===== config.mk =====
export PLATFORM = sky130hd
export DESIGN_NAME = unit_scheduler_flat
export DESIGN_NICKNAME = d
export VERILOG_FILES = /design/src/rtl/unit_scheduler_if.sv /design/src/rtl/unit_scheduler.sv /design/src/flat_wrapper.sv
export SDC_FILE = /design/constraint.sdc
export NUM_CORES = 1
export LEC_CHECK = 0
export BUFFER_PORTS_ARGS = -buffer_cell sky130_fd_sc_hd__buf_2
export CAP_MARGIN = 20
export CORE_MARGIN = 1.5
export CORE_UTILIZATION = 44
export CTS_CLUSTER_SIZE = 12
export DETAILED_ROUTE_END_ITERATION = 10
export GPL_TIMING_DRIVEN = 0
export PLACE_DENSITY = 0.72
export SYNTH_ARGS = -nofsm -noshare
export SYNTH_HDL_FRONTEND = slang
export SYNTH_SLANG_ARGS = --single-unit

===== constraint.sdc =====
create_clock -name clk -period 2.6 [get_ports clk]
set_input_delay 0.52 -clock clk [delete_from_list [all_inputs] [get_ports clk]]
set_output_delay 0.52 -clock clk [all_outputs]
set_load 0.05 [all_outputs]

===== src/rtl/unit_scheduler_if.sv =====
// Pin-side bundle for the scheduler that shares the r0 operand bus and check
// field between the co-processor (unit 0) and the fault processor (unit 1).
// The pins or a testbench drive through master; the scheduler uses slave.
interface unit_scheduler_if;
  logic [1:0] req;
  logic [7:0] r0;
  logic [1:0] check;
  logic [1:0] done;
  logic       fault;
  logic [1:0] gnt;
  logic [7:0] r0_out;
  logic [1:0] check_out;
  logic       busy;
  logic       timeout;
  logic       lockout;
  logic [1:0] fault_cnt;

  modport master (
    output req, r0, check, done, fault,
    input  gnt, r0_out, check_out, busy, timeout, lockout, fault_cnt
  );

  modport slave (
    input  req, r0, check, done, fault,
    output gnt, r0_out, check_out, busy, timeout, lockout, fault_cnt
  );
endinterface


===== src/rtl/unit_scheduler.sv =====
// Round-robin scheduler for the shared r0/check bus. It grants one unit at a
// time and freezes that unit's operand for the whole grant. Every grant is
// bounded by HOLD_CYCLES. Repeated faults force a lockout, and only a
// check == 2'b11 command releases it.
module unit_scheduler #(
  parameter int HOLD_CYCLES = 4,
  parameter int FAULT_LIMIT = 3
) (
  input logic              clk,
  input logic              reset,
  unit_scheduler_if.slave  bus
);

  localparam logic [1:0] LIMIT     = 2'(FAULT_LIMIT);
  localparam logic [3:0] HOLD_LAST = 4'(HOLD_CYCLES - 1);

  typedef enum logic [1:0] {IDLE, GNT0, GNT1, LOCK} state_t;

  state_t     state_q;
  logic       ptr_q;
  logic [3:0] holdCnt_q;
  logic [1:0] gnt_q;
  logic [7:0] r0Out_q;
  logic [1:0] checkOut_q;
  logic       busy_q;
  logic       timeout_q;
  logic       lockout_q;
  logic [1:0] faultCnt_q;

  logic [1:0] faultCnt_d;
  logic       lockHit;
  logic       grantedUnit;

  // Saturating fault count; faults are not counted while locked out
  always_comb begin
    faultCnt_d = faultCnt_q;
    if ((state_q != LOCK) && bus.fault && (faultCnt_q < LIMIT)) begin
      faultCnt_d = faultCnt_q + 2'd1;
    end
  end

  assign lockHit     = (state_q != LOCK) && (faultCnt_d >= LIMIT);
  assign grantedUnit = (state_q == GNT1);

  // Grant FSM with registered outputs; reaching the fault limit overrides everything else
  always_ff @(posedge clk) begin
    if (!reset) begin
      state_q    <= IDLE;
      ptr_q      <= 1'b0;
      holdCnt_q  <= 4'd0;
      gnt_q      <= 2'b00;
      r0Out_q    <= 8'h00;
      checkOut_q <= 2'b00;
      busy_q     <= 1'b0;
      timeout_q  <= 1'b0;
      lockout_q  <= 1'b0;
      faultCnt_q <= 2'b00;
    end else begin
      timeout_q  <= 1'b0;
      faultCnt_q <= faultCnt_d;
      if (lockHit) begin
        state_q    <= LOCK;
        gnt_q      <= 2'b00;
        busy_q     <= 1'b0;
        lockout_q  <= 1'b1;
        r0Out_q    <= 8'h00;
        checkOut_q <= 2'b00;
        holdCnt_q  <= 4'd0;
      end else begin
        case (state_q)
          IDLE: begin
            if (bus.req != 2'b00) begin
              if (bus.req[0] && (!bus.req[1] || !ptr_q)) begin
                state_q <= GNT0;
                gnt_q   <= 2'b01;
                ptr_q   <= 1'b1;
              end else begin
                state_q <= GNT1;
                gnt_q   <= 2'b10;
                ptr_q   <= 1'b0;
              end
              busy_q     <= 1'b1;
              r0Out_q    <= bus.r0;
              checkOut_q <= bus.check;
              holdCnt_q  <= 4'd0;
            end
          end
          GNT0, GNT1: begin
            if (bus.done[grantedUnit] || (holdCnt_q == HOLD_LAST)) begin
              state_q    <= IDLE;
              gnt_q      <= 2'b00;
              busy_q     <= 1'b0;
              r0Out_q    <= 8'h00;
              checkOut_q <= 2'b00;
              timeout_q  <= !bus.done[grantedUnit];
            end else begin
              holdCnt_q <= holdCnt_q + 4'd1;
            end
          end
          LOCK: begin
            if (bus.check == 2'b11) begin
              state_q    <= IDLE;
              lockout_q  <= 1'b0;
              faultCnt_q <= 2'b00;
            end
          end
          default: state_q <= IDLE;
        endcase
      end
    end
  end

  assign bus.gnt       = gnt_q;
  assign bus.r0_out    = r0Out_q;
  assign bus.check_out = checkOut_q;
  assign bus.busy      = busy_q;
  assign bus.timeout   = timeout_q;
  assign bus.lockout   = lockout_q;
  assign bus.fault_cnt = faultCnt_q;

endmodule


===== src/flat_wrapper.sv =====
// flat-port wrapper written by rule: the top's interface ports become plain ports
module unit_scheduler_flat 
#(
  parameter int HOLD_CYCLES = 4,
  parameter int FAULT_LIMIT = 3
)
  (clk, reset, bus_req, bus_r0, bus_check, bus_done, bus_fault, bus_gnt, bus_r0_out, bus_check_out, bus_busy, bus_timeout, bus_lockout, bus_fault_cnt);
  unit_scheduler_if bus_i ();
  input logic clk;
  input logic reset;
  input wire logic [$bits(bus_i.req)-1:0] bus_req;
  input wire logic [$bits(bus_i.r0)-1:0] bus_r0;
  input wire logic [$bits(bus_i.check)-1:0] bus_check;
  input wire logic [$bits(bus_i.done)-1:0] bus_done;
  input wire logic [$bits(bus_i.fault)-1:0] bus_fault;
  output wire logic [$bits(bus_i.gnt)-1:0] bus_gnt;
  output wire logic [$bits(bus_i.r0_out)-1:0] bus_r0_out;
  output wire logic [$bits(bus_i.check_out)-1:0] bus_check_out;
  output wire logic [$bits(bus_i.busy)-1:0] bus_busy;
  output wire logic [$bits(bus_i.timeout)-1:0] bus_timeout;
  output wire logic [$bits(bus_i.lockout)-1:0] bus_lockout;
  output wire logic [$bits(bus_i.fault_cnt)-1:0] bus_fault_cnt;
  assign bus_i.req = bus_req;
  assign bus_i.r0 = bus_r0;
  assign bus_i.check = bus_check;
  assign bus_i.done = bus_done;
  assign bus_i.fault = bus_fault;
  assign bus_gnt = bus_i.gnt;
  assign bus_r0_out = bus_i.r0_out;
  assign bus_check_out = bus_i.check_out;
  assign bus_busy = bus_i.busy;
  assign bus_timeout = bus_i.timeout;
  assign bus_lockout = bus_i.lockout;
  assign bus_fault_cnt = bus_i.fault_cnt;
  unit_scheduler #(.HOLD_CYCLES(HOLD_CYCLES), .FAULT_LIMIT(FAULT_LIMIT)) u_core (.clk(clk), .reset(reset), .bus(bus_i));
endmodule

# After elaboration in Yosys (flattened, before gate mapping)
# Index checks and enable logic that the tools add are counted.
dict set report word_totals {
  ff_bits 24
  latchBits 0
  ram_bits 0
  mem_bits_ro 0
  in_bits 17
  elab_cells 81
  n_memories 0
}
dict set report op_classes {
  n_addsub 2
  mul 0
  n_div 0
  n_lt_le_gt_ge 3
  eq_ne 12
  shift 0
  mux 28
  bitwise 4
  reduce_logical 22
}
# op count
set ops {}
lappend ops {{$mux W2} 10}
lappend ops {{$mux W8} 2}
lappend ops {{$pmux W8 S2} 1}
lappend ops {{$reduce_and A3 Y1} 4}
lappend ops {{$ne A3 B1 Y1 const B} 3}
lappend ops {{$mux W1} 8}
lappend ops {{$mux W4} 2}
lappend ops {{$pmux W2 S2} 2}
lappend ops {{$pmux W4 S2} 1}
lappend ops {{$reduce_bool A2 Y1} 4}
lappend ops {{$eq A2 B2 Y1 const B} 3}
lappend ops {{$pmux W2 S3} 1}
lappend ops {{$add A4 B1 Y4 const B} 1}
lappend ops {{$eq A4 B2 Y1 const B} 1}
lappend ops {{$logic_and A1 B1 Y1} 4}
lappend ops {{$ne A2 B1 Y1 const B} 2}
lappend ops {{$ne A2 B2 Y1 const B} 2}
lappend ops {{$not A1 Y1} 4}
lappend ops {{$reduce_or A2 Y1} 2}
lappend ops {{$reduce_or A4 Y1} 1}
lappend ops {{$logic_not A1 Y1} 3}
lappend ops {{$add A2 B1 Y2 const B} 1}
lappend ops {{$eq A2 B1 Y1 const B} 1}
lappend ops {{$ge A2 B2 Y1 const B} 1}
lappend ops {{other kinds (6)} 7}

# Longest topological paths before layout
# Gate-level depths: netlist of the first run.
dict set report depth {
  depth_word 8
  mapped_depth 7
  mapped_depth_nobuf 6
}

# Worst setup path after synthesis of the first run
# Ideal clock, no wire load.
dict set report synth_timing {
  kind {reg2reg}
  from {reg u_core.faultCnt_q[0] (netlist: u_core.bus.fault_cnt[0])}
  to {reg u_core.state_q[0]}
  setup_time_ps 122
  t_arrival_ps 1899
  t_required_ps 2478
  path_slack_ps 579
  path_stages_with_launch 6
  path_cell_list {dfxtp_1 -> ha_1 -> nor4bb_1 -> a31oi_1 -> nor2_1 -> o311a_1}
}
dict set report synth_between {
  elab_chain_cells 7
  elab_cells_between_ends 11
  cone_classes {add/sub (1); order compare (2); eq/ne (3); mux (2); reduce/logical (3)}
}
# item line_no
set synth_rtl {}
lappend synth_rtl {{from (decl)} unit_scheduler.sv:28} ;# logic [1:0] faultCnt_q;
lappend synth_rtl {{from (signal assigned)} unit_scheduler.sv:60} ;# faultCnt_q <= faultCnt_d;
lappend synth_rtl {{$lt A2 B2 Y1} unit_scheduler.sv:37} ;# if ((state_q != LOCK) && bus.fault && (faultCnt_q < LIMIT)) begin
lappend synth_rtl {{$logic_and A1 B1 Y1} unit_scheduler.sv:37}
lappend synth_rtl {{$mux W2 (*)} unit_scheduler.sv:37}
lappend synth_rtl {{$ge A2 B2 Y1 (*)} unit_scheduler.sv:42} ;# assign lockHit = (state_q != LOCK) && (faultCnt_d >= LIMIT);
lappend synth_rtl {{$logic_and A1 B1 Y1 (*)} unit_scheduler.sv:42}
lappend synth_rtl {{$ne A3 B1 Y1 (no line)} -}
lappend synth_rtl {{$reduce_and A3 Y1 (no line)} -}
lappend synth_rtl {{to (signal assigned)} unit_scheduler.sv:48} ;# state_q <= IDLE;
lappend synth_rtl {{to (signal assigned)} unit_scheduler.sv:62} ;# state_q <= LOCK;
lappend synth_rtl {{to (signal assigned)} unit_scheduler.sv:74} ;# state_q <= GNT0;
lappend synth_rtl {{to (decl)} unit_scheduler.sv:19} ;# state_t state_q;
# Every way passes the cells marked *; elsewhere a longest branch is shown, timed or not.
# A chain may end at the register's enable or synchronous reset.

# Worst setup path in the final report of the first run
dict set report layout_timing {
  from {reg u_core.state_q[0]}
  to {reg u_core.r0Out_q[2] (netlist: u_core.bus.r0_out[2])}
}
dict set report layout_between {
  elab_chain_cells 7
  elab_cells_between_ends 19
  cone_classes {order compare (1); eq/ne (5); mux (4); reduce/logical (9)}
}
# item line_no
set layout_rtl {}
lappend layout_rtl {{$ne A2 B2 Y1} {unit_scheduler.sv:37, unit_scheduler.sv:42}}
lappend layout_rtl {{$logic_and A1 B1 Y1 (2 in series)} unit_scheduler.sv:37}
lappend layout_rtl {{$mux W2} unit_scheduler.sv:37}
lappend layout_rtl {{$ge A2 B2 Y1} unit_scheduler.sv:42}
lappend layout_rtl {{$logic_and A1 B1 Y1} unit_scheduler.sv:42}
lappend layout_rtl {{$reduce_or A2 Y1 (no line)} -}
lappend layout_rtl {{to (signal assigned)} unit_scheduler.sv:83} ;# r0Out_q <= bus.r0;
lappend layout_rtl {{to (decl)} unit_scheduler.sv:23} ;# logic [7:0] r0Out_q;
# Several ways; a longest one is shown, not always the timed one. The select of a mux whose other input is x is not followed.

==> impl_results.md, run 1 <==
- Status: completed
- # DRC: 0
- Syn_nets: 139
- Routed vias: around 980
- Vias in the first global route: about 900
- Number of port buffers: 33
- YS warnings: 0
- Syn Inst Count: 116
- Mapped cell area: roughly 1100 um2
- Crit. End Element: register
- DR WL met2: between 1000 and 1500 um
- Final min period: 2.012 ns
- Final hold vios: 0
- Post-DP Area: approximately 1300 um2
- Psw: between 0.0008 and 0.0009 W
- Max Freq: between 400 and 500 MHz
- HPWL after DPL: 1774 um
- Reg2Reg Setup Slack: a little under 0.6 ns
- Avg Cell Area, Syn: about 9.4 um2
- Max layer used: met4
- Full die area: 2775 um2
- Sink Count: 24
- Hold path startpoint: bus_r0[4]
- CP Launch Type: register
- Hold buffers post-CTS: 0
- Crit path capture: u_core.bus.r0_out[2]
- Max-cap check violation count: 0
- Clk slew on worst S/H paths: about 0.14 ns
- Worst r2r src: u_core.state_q[0]
- PnR worst setup slack: approximately 0.6 ns
- Max Clock Skew: 0.006470 ns
- Largest area contributor in the netlist: dfxtp_1
- Clock power frac: 0.155
- Die width: around 53 um
- Average wire per standard cell: ~13 um
- RSZ-0062 raised after global routing: no
- Largest net degree at the start of global routing: 15
- WHS: between 0.4 and 0.5 ns
- Drt pass-1 iters: 4
- Layout cells sized above 1: 0.2941
- Metal3 WL: 89 um
- Worst setup startpoint: u_core.state_q[0]
- IR drop worst, VDD: approximately 940 uV
- Register area share after synthesis: 0.4424
- # IOs: 34
- Post-place setup slack: 0.6616 ns
- Comb pwr share: 0.536
- Postcts setup bufs: 0
- Ys async rst share: 0
- Cell-internal power: 0.0009293 W
- Synth top area cells: dfxtp_1 44%, a22oi_1 7.6%, ha_1 6.9%
- Crit Path Category: register to register
- CTS H-tree lvls: 1
- Total gr overflow: 0
- Clock Tree Buf Depth: 2
- Gpl congestion: roughly 0.8
- M1 WL: roughly 1100 um
- First-pass GRT wire length: approximately 4000 um
- CTS Buf Count: 3
- Diode count: 0
- PD cells: 1314 nW/um2
- Clk Latency, worst-skew pair: 0.32 ns
- Sequential power share: 0.308
- Initial DRC count: 27
- Req. time, crit path: approximately 2.9 ns
- CTS tree: yes
- Slew at the pin closest to its max-slew limit: around 0.50 ns
- CP max FO: 10
- Slew HR: 0.6647
- Critical path arrival: between 2 and 2.5 ns
- PostCTS Resize Cnt: 0
- Worst hold path class: primary input to register
- Final setup fails: 0
- Vias per cell: between 5 and 6
- Synth top area share: 0.4424
- Drt total wl: between 2000 and 2500 um
- Most numerous cell in the Yosys netlist: dfxtp_1
- Top FF cell, synth: dfxtp_1
- Finished Layout Cells: approximately 180
- Setup TNS: 0 ns
- Fin nets: between 150 and 200
- Initial antenna violation count: 0
- Fillers: between 200 and 250
- Post-synth cell types: 34
- Core Box Area: around 2300 um2
- Post-placement cell count: approximately 180
- Slew Viols, Final: 0
- R2R cell count: 7
- Crit share post-route: 0.7738
- Static Leak: between 0.6 and 0.7 nW
- Tot GR Track Use: 0.1957
- Cell area after layout: between 1000 and 1500 um2
- Post-route ant nets: 0
- Switching fraction of total power: 0.4718
- Initial Util: 0.4772
- Die height: 52.68 um
- Post-synth EDFFs: 0
- Root Driver: clkbuf_4
- Yosys reg bits: 24
- Rows: 17
- Area grow syn2layout: 23.27%
- Reg-to-Reg End: u_core.bus.r0_out[2]
- Post-synth top cells: 24 x dfxtp_1, 17 x nor2_1, 11 x a22oi_1
worst min-delay path by stage:
stage                                 to  cells after the start
floorplan            u_core.holdCnt_q[3]                      2
global placement      u_core.bus.lockout                      1
detailed placement    u_core.bus.lockout                      1
CTS                 u_core.bus.r0_out[4]                      3
global route        u_core.bus.r0_out[0]                      3
finish              u_core.bus.r0_out[4]                      3
state kept, by name, summed over array words and instances, names as in the netlist:
| register | flops |
|---|---|
| u_core.bus.gnt | 2 |
| u_core.bus.timeout | 1 |
| u_core.bus.r0_out | 8 |
| u_core.bus.fault_cnt | 2 |
| u_core.bus.lockout | 1 |
| u_core.state_q | 2 |
| u_core.ptr_q | 1 |
| u_core.bus.busy | 1 |
| u_core.bus.check_out | 2 |
| u_core.holdCnt_q | 4 |
area by class of cell:
type	count	area (um2)	share of cell area
well taps	28	35.03	0.02617
multi-input cells	82	564.3	0.4215
plain buffers	4	18.77	0.01402
repair buffers	33	165.2	0.1234
clock buffers	3	22.52	0.01682
inverters	6	22.52	0.01682
flip-flops and latches	24	480.5	0.3589
clock inverters	1	30.03	0.02243
stage by stage:
step	util	total power (W)
2_1_floorplan	-	0.001285
3_3_place_gp	0.5651	0.001462
3_5_place_dp	0.5651	0.001485
4_1_cts	0.5882	0.001765
5_1_grt	0.5882	0.001878
6_report	0.5882	0.001759
power groups by stage:
stage | Sequential (W) | Clock, W | Combinational (W)
2_1_floorplan | 0.000841 | 0 | 0.000443
3_3_place_gp | 0.000544 | 0 | 0.000918
3_5_place_dp | 0.000549 | 0 | 0.000937
4_1_cts | 0.000542 | 0.000276 | 0.000946
5_1_grt | 0.000556 | 0.000289 | 0.00103
6_report | 0.000542 | 0.000273 | 0.000944
logic make-up after synthesis:
group / Yosys count / synth area share
and+or+nand+nor: 37 / 0.1670
AOI/OAI and AO/OA: 37 / 0.2615
DFF: 24 / 0.4424
adders and majority gates: 6 / 0.06912
buffers and inverters: 10 / 0.03801
muxes: 1 / 0.01382
xor gates and xnor gates: 1 / 0.008066
per-layer routing:
metal,vias up,GRT usage
met5,-,0
met3,2,0.03143
met4,0,0.06410
li1,501,-
met1,455,0.2460
met2,18,0.3375
placed cells by master, fill, tap and decap left out, types with 2 or more instances in the layout:
| master | synthesis | layout |
|---|---|---|
| inv_1 | 6 | 6 |
| nand2_1 | 6 | 6 |
| ha_1 | 6 | 6 |
| nor3b_1 | 2 | 2 |
| o31ai_1 | 2 | 2 |
| dfxtp_1 | 24 | 24 |
| or3_1 | 2 | 2 |
| o311a_1 | 2 | 2 |
| a22oi_1 | 11 | 11 |
| or4_1 | 2 | 2 |
| clkbuf_4 | 0 | 3 |
| a21oi_1 | 6 | 6 |
| nand3_1 | 3 | 3 |
| and3_1 | 2 | 2 |
| nor2_1 | 17 | 17 |
| o21ai_0 | 4 | 4 |
| buf_2 | 3 | 36 |
critical path, stage by stage, from the launching register on:
cell	delay (ns)
dfxtp_1	0.44
inv_1	0.09
ha_1	0.21
mux2_4	0.33
o311ai_2	0.38
buf_2	0.29
a22oi_1	0.09
nor2_1	0.10
Note: power is estimated with default switching activity, not from simulation.
==> inputs of run 2 (changes only) <==
ABC_AREA = 1   (was unset)
PLACE_DENSITY = 0.71   (was 0.72)
clock period = 1.9 ns   (was 2.6 ns; I/O delays follow)
==> impl_results.md, run 2 <==
- Tot GR Track Use: 0.1776
- Sink Count: 24
- Die width: about 55 um
- Register area share after synthesis: 0.4046
- CTS tree: yes
- Core Box Area: 2522 um2
- Max-cap check violation count: 0
- Avg Cell Area, Syn: around 7.5 um2
- Synth top area cells: dfxtp_1 40%, nand2_1 16%, ha_1 6.3%
- Fillers: 265
- Fin nets: 219
- Post-route ant nets: 0
- PD cells: 1750 nW/um2
- Largest net degree at the start of global routing: 15
- Mapped cell area: around 1200 um2
- Crit Path Category: register to register
- Commonest non-fill, non-tap cell in the layout: nand2_1
- Average wire per standard cell: ~11 um
- Status: completed
- Root Driver: clkbuf_4
- IR drop worst, VDD: roughly 1100 uV
- Postcts setup bufs: 0
- Final hold vios: 0
- Gpl congestion: 0.7736
- Drt total wl: 2422 um
- Crit path capture: u_core.bus.busy
- Commonest non-fill, non-tap cells in the layout: 52 x nand2_1, 33 x buf_2, 24 x dfxtp_1
- Drt pass-1 iters: 4
- Routed vias: 1095
- Top FF cell, synth: dfxtp_1
- Ys async rst share: 0
- Initial DRC count: 25
- Area grow syn2layout: 21.50%
- Reg2Reg Setup Slack: 0.26 ns
- Post-place setup slack: 0.2696 ns
- Critical path's slowest cell: dfxtp_1
- Final setup fails: 0
- Clock Tree Buf Depth: 2
- Max Clock Skew: around 0.0058 ns
- Hold buffers post-CTS: 0
- Most numerous cell in the Yosys netlist: nand2_1
- Clk Latency, worst-skew pair: about 0.32 ns
- # DRC: 0
- Worst hold path class: primary input to register
- Max Freq: about 610 MHz
- Slew at the pin closest to its max-slew limit: 0.3410 ns
- Number of port buffers: 33
- Vias in the first global route: 941
- First-pass GRT wire length: approximately 3800 um
- R2R cell count: 7
- Slowest Stage Delay on Critical Path: slightly above 0.4 ns
- Post-synth top cells: 52 x nand2_1, 24 x dfxtp_1, 15 x inv_1
- Reg-to-Reg End: u_core.bus.busy
- Clk slew on worst S/H paths: between 0.1 and 0.15 ns
- Slew HR: 0.7703
- Syn_nets: roughly 180
- Yosys reg bits: 24
- Crit share post-route: 0.8620
- Initial Util: 0.4707
- HPWL after DPL: 1903 um
- Vias per cell: approximately 4.9
- Synth top area share: 0.4046
- Critical path arrival: approximately 1.9 ns
- Largest area contributor in the netlist: dfxtp_1
- CP Cell Sequence: inv_1, ha_1, a21oi_2, nand2_1, buf_6, a21oi_1, nor2_2
- Setup TNS: 0 ns
- CP Launch Type: register
- Rows: 18
- Final min period: between 1.5 and 2 ns
- CTS Buf Count: 3
- PostCTS Resize Cnt: 0
- Worst r2r src: u_core.state_q[1]
- YS warnings: 0
- Slew Viols, Final: 0
- Post-synth cell types: 19
- Crit. End Element: register
- RSZ-0062 raised after global routing: no
- Initial antenna violation count: 0
- Req. time, crit path: around 2.1 ns
- PnR worst setup slack: between 0.2 and 0.3 ns
- CTS H-tree lvls: 1
- Diode count: 0
- CP max FO: 10
- Full die area: just over 3000 um2
- Die height: 54.95 um
- Worst setup startpoint: u_core.state_q[1]
- Max reg flops: 8
- Post-synth EDFFs: 0
- Layout cells sized above 1: 0.3026
- Syn Inst Count: roughly 160
- # IOs: 34
- Total gr overflow: 0
- Static Leak: 0.7215 nW
==> run 2: metal layers <==
metal  track usage  vias to the layer above  part of all wire
met5             0                        -                 0
met4       0.07317                        0             0.012
met3       0.03226                        4             0.042
met2        0.3075                       23              0.51
met1        0.2157                      492              0.43
li1              -                      576                 -
==> run 2: report_power, final <==
group          total [W]  switching [W]  internal (W)
Combinational    0.00140       0.000983      0.000415
Clock           0.000375       0.000162      0.000213
Sequential      0.000752      0.0000959      0.000657
Total            0.00253        0.00124       0.00128
==> run 2: kinds of logic (layout without fill, tap and decap cells) <==
kind of cell | after synthesis | count (layout) | synth area share
buf+inv | 19 | 56 | 0.07902
xor+xnor | 1 | 1 | 0.007378
compound gates | 23 | 23 | 0.1254
simple gates | 85 | 85 | 0.3203
flops | 24 | 24 | 0.4046
fa+ha+maj | 6 | 6 | 0.06322
==> run 2: cell type report <==
cell class              count  area (um2)  share of cell area
repair buffers             33       165.2              0.1145
well taps                  30       37.54             0.02602
plain buffers               3       33.78             0.02342
clock inverters             1       30.03             0.02082
flip-flops and latches     24       480.5              0.3330
inverters                  16       60.06             0.04163
multi-input cells         115       613.1              0.4250
clock buffers               3       22.52             0.01561
==> run 2: how the worst min path moves through the flow <==
| stage | startpoint | end | slack (ns) | depth (start not counted) |
|---|---|---|---|---|
| floorplan | u_core.ptr_q | u_core.ptr_q | 0.45 | 2 |
| global placement | u_core.bus.gnt[1] | u_core.bus.gnt[1] | 0.45 | 2 |
| detailed placement | u_core.bus.r0_out[7] | u_core.bus.r0_out[7] | 0.45 | 2 |
| CTS | bus_r0[1] | u_core.bus.r0_out[1] | 0.27 | 3 |
| global route | bus_r0[1] | u_core.bus.r0_out[1] | 0.27 | 3 |
| finish | bus_r0[1] | u_core.bus.r0_out[1] | 0.29 | 3 |
==> run 2: critical path: cells and delay by family (launching register included) <==
kind                       cells  cell delay [ns]
buffers and inverters          2             0.27
DFF                            1             0.41
adders and majority gates      1             0.24
AOI/OAI and AO/OA              2             0.43
and+or+nand+nor                2             0.21
==> run 2: metrics by stage <==
stage	utilization	cells	total power [W]	hold slack [ns]	cell area, um2
6_report	0.5719	225	0.002525	0.2860	1443
5_1_grt	0.5719	225	0.002710	0.2721	1443
4_1_cts	0.5719	225	0.002548	0.2727	1443
3_5_place_dp	0.5511	221	0.002164	0.4544	1390
3_3_place_gp	0.5511	221	0.002127	0.4508	1390
2_1_floorplan	-	158	0.001883	0.4514	1187
==> inputs of run 3 (changes only) <==
CELL_PAD_IN_SITES_DETAIL_PLACEMENT = 2   (was unset)
CELL_PAD_IN_SITES_GLOBAL_PLACEMENT = 2   (was unset)
CORE_UTILIZATION = 25   (was 44)
GPL_TIMING_DRIVEN = 1   (was 0)
PLACE_DENSITY = 0.76   (was 0.71)
clock period = 1.5 ns   (was 1.9 ns; I/O delays follow)
==> impl_results.md, run 3 (synthesis gave the netlist of run 2 again) <==
- Commonest non-fill, non-tap cell in the layout: nand2_1
- Die height: between 70 and 80 um
- Post-placement cell count: 250
- Final setup fails: 3
- Die width: 71.92 um
- Core Box Area: about 4500 um2
- First-pass GRT wire length: about 6400 um
- Slew at the pin closest to its max-slew limit: 0.3911 ns
- Failing checks: negative setup slack
- Initial antenna violation count: 0
- Critical path's slowest cell: dfxtp_4
- Full die area: roughly 5200 um2
- Slew Viols, Final: 0
- Fillers: 515
- CTS tree: yes
- Gpl congestion: 0.7962
- Area grow syn2layout: 49.95%
- Total gr overflow: 0
- # IOs: 34
- GRT Max-Usage Layer: met2
- Clock Tree Buf Depth: 2
- Multi-input combinational cell area: roughly 770 um2
- PnR worst setup slack: -0.07960 ns
- Slew HR: 0.7365
- Initial DRC count: 27
- Setup TNS: -0.1121 ns
- Clk slew on worst S/H paths: 0.09 ns
- Final min period: around 1.6 ns
- Vias per cell: ~4.7
- Post-route ant nets: 0
- Number of port buffers: 33
- Rows: 24
- Initial Util: 0.2654
- Vias in the first global route: around 1300
- Max reg flops: 8
- Crit share post-route: 1.053
- Average wire per standard cell: 16.61 um
- Static Leak: about 0.82 nW
- Max Clock Skew: a little under 0.003 ns
- Clk Latency, worst-skew pair: around 0.28 ns
- # DRC: 0
- Status: finished with violations
- IR drop worst, VDD: roughly 600 uV
- Sink Count: 24
- Largest net degree at the start of global routing: 19
- RSZ-0062 raised after global routing: yes
- Fin nets: approximately 230
- Drt pass-1 iters: 3
- Req. time, crit path: about 1.7 ns
- CTS Buf Count: 3
- Commonest non-fill, non-tap cells in the layout: 38 x nand2_1, 33 x buf_2, 20 x dfxtp_1
- Max-cap check violation count: 0
- Post-DP Area: between 1000 and 1500 um2
- Met2 usage: 0.3056
- M3 GR Usage: 0.02639
- Crit Path Category: register to register
- Crit. End Element: register
- CP Launch Type: register
- Power Total: ~0.0041 W
- Met1 Track Usage GR: 0.1769
- Reg2Reg Setup Slack: -0.08 ns
- Worst hold path class: primary input to register
- Root Driver: clkbuf_8
- Reg area: 495.5 um2
- Critical path arrival: around 1.8 ns
- Post-place setup slack: -0.09529 ns
- Diode count: 0
- Layout cells sized above 1: 0.5286
- Tot GR Track Use: 0.1608
- Final hold vios: 0
- Routed vias: 1239
- CTS H-tree lvls: 1
- Finished Layout Cells: approximately 260
- CP Cell Sequence: ha_4, nor2_4, nand2_2, nand2_2, nand2_2, nand3_4, buf_6, nand3_1, nand2_1, nor2_1
- Max Freq: roughly 630 MHz
- Cell area after layout: 1780 um2
- CP max FO: 6
- Hold buffers post-CTS: 0
- HPWL after DPL: around 2800 um
- Cell mode on critical path: nand2_2
- Slowest Stage Delay on Critical Path: around 0.37 ns
- Drt total wl: 4351 um
- PD cells: approximately 2300 nW/um2
run 3: cell types whose count changed in the layout (fill, tap and decap cells not counted), sizes merged:
cell    delta
inv        -1
bufinv     -1
buf       +15
clkbuf     +1
clkinv     +1
run 3: worst max-delay path, delay by kind of cell (launching register included):
family	cells	cell delay (ns)
DFF	1	0.37
and+or+nand+nor	8	0.80
adders and majority gates	1	0.16
buffers and inverters	1	0.14
run 3: final cells by class:
class	instances	area share
Multi-Input combinational cell	115	0.4322
Clock buffer	4	0.03725
Tap cell	52	0.03654
Sequential cell	24	0.2783
Inverter	16	0.03654
Timing Repair Buffer	51	0.1792
run 3: power breakdown:
part           internal, W  switching, W  leakage (nW)
Clock             0.000291      0.000238        0.0339
Combinational     0.000900       0.00165         0.582
Sequential        0.000851      0.000160         0.200
run 3: repair_timing:
item                                    CTS  global route
cloned                                    0             1
resized for setup                        13            40
pin swaps                                 3            19
buffers inserted                          2             5
endpoints found under the setup margin   21            21
run 3: worst paths after layout:
path / start / end / depth (start not counted)
max: u_core.bus.fault_cnt[1] / u_core.ptr_q / 10
min: bus_r0[0] / u_core.bus.r0_out[0] / 3
max reg2reg: u_core.bus.fault_cnt[1] / u_core.ptr_q / 10
min reg2reg: u_core.bus.r0_out[1] / u_core.bus.r0_out[1] / 2
run 3: layer usage:
metal  share of wire  routed length [um]
met1            0.37                1609
met2            0.59                2578
met3           0.018                  77
met4           0.020                  85
met5               0                   0
run 3: metrics by stage:
step	hold slack, ns	util
6_report	0.2585	0.3979
2_1_floorplan	0.4207	-
4_1_cts	0.2515	0.3563
3_3_place_gp	0.4531	0.3277
5_1_grt	0.2478	0.3979
3_5_place_dp	0.4623	0.3277
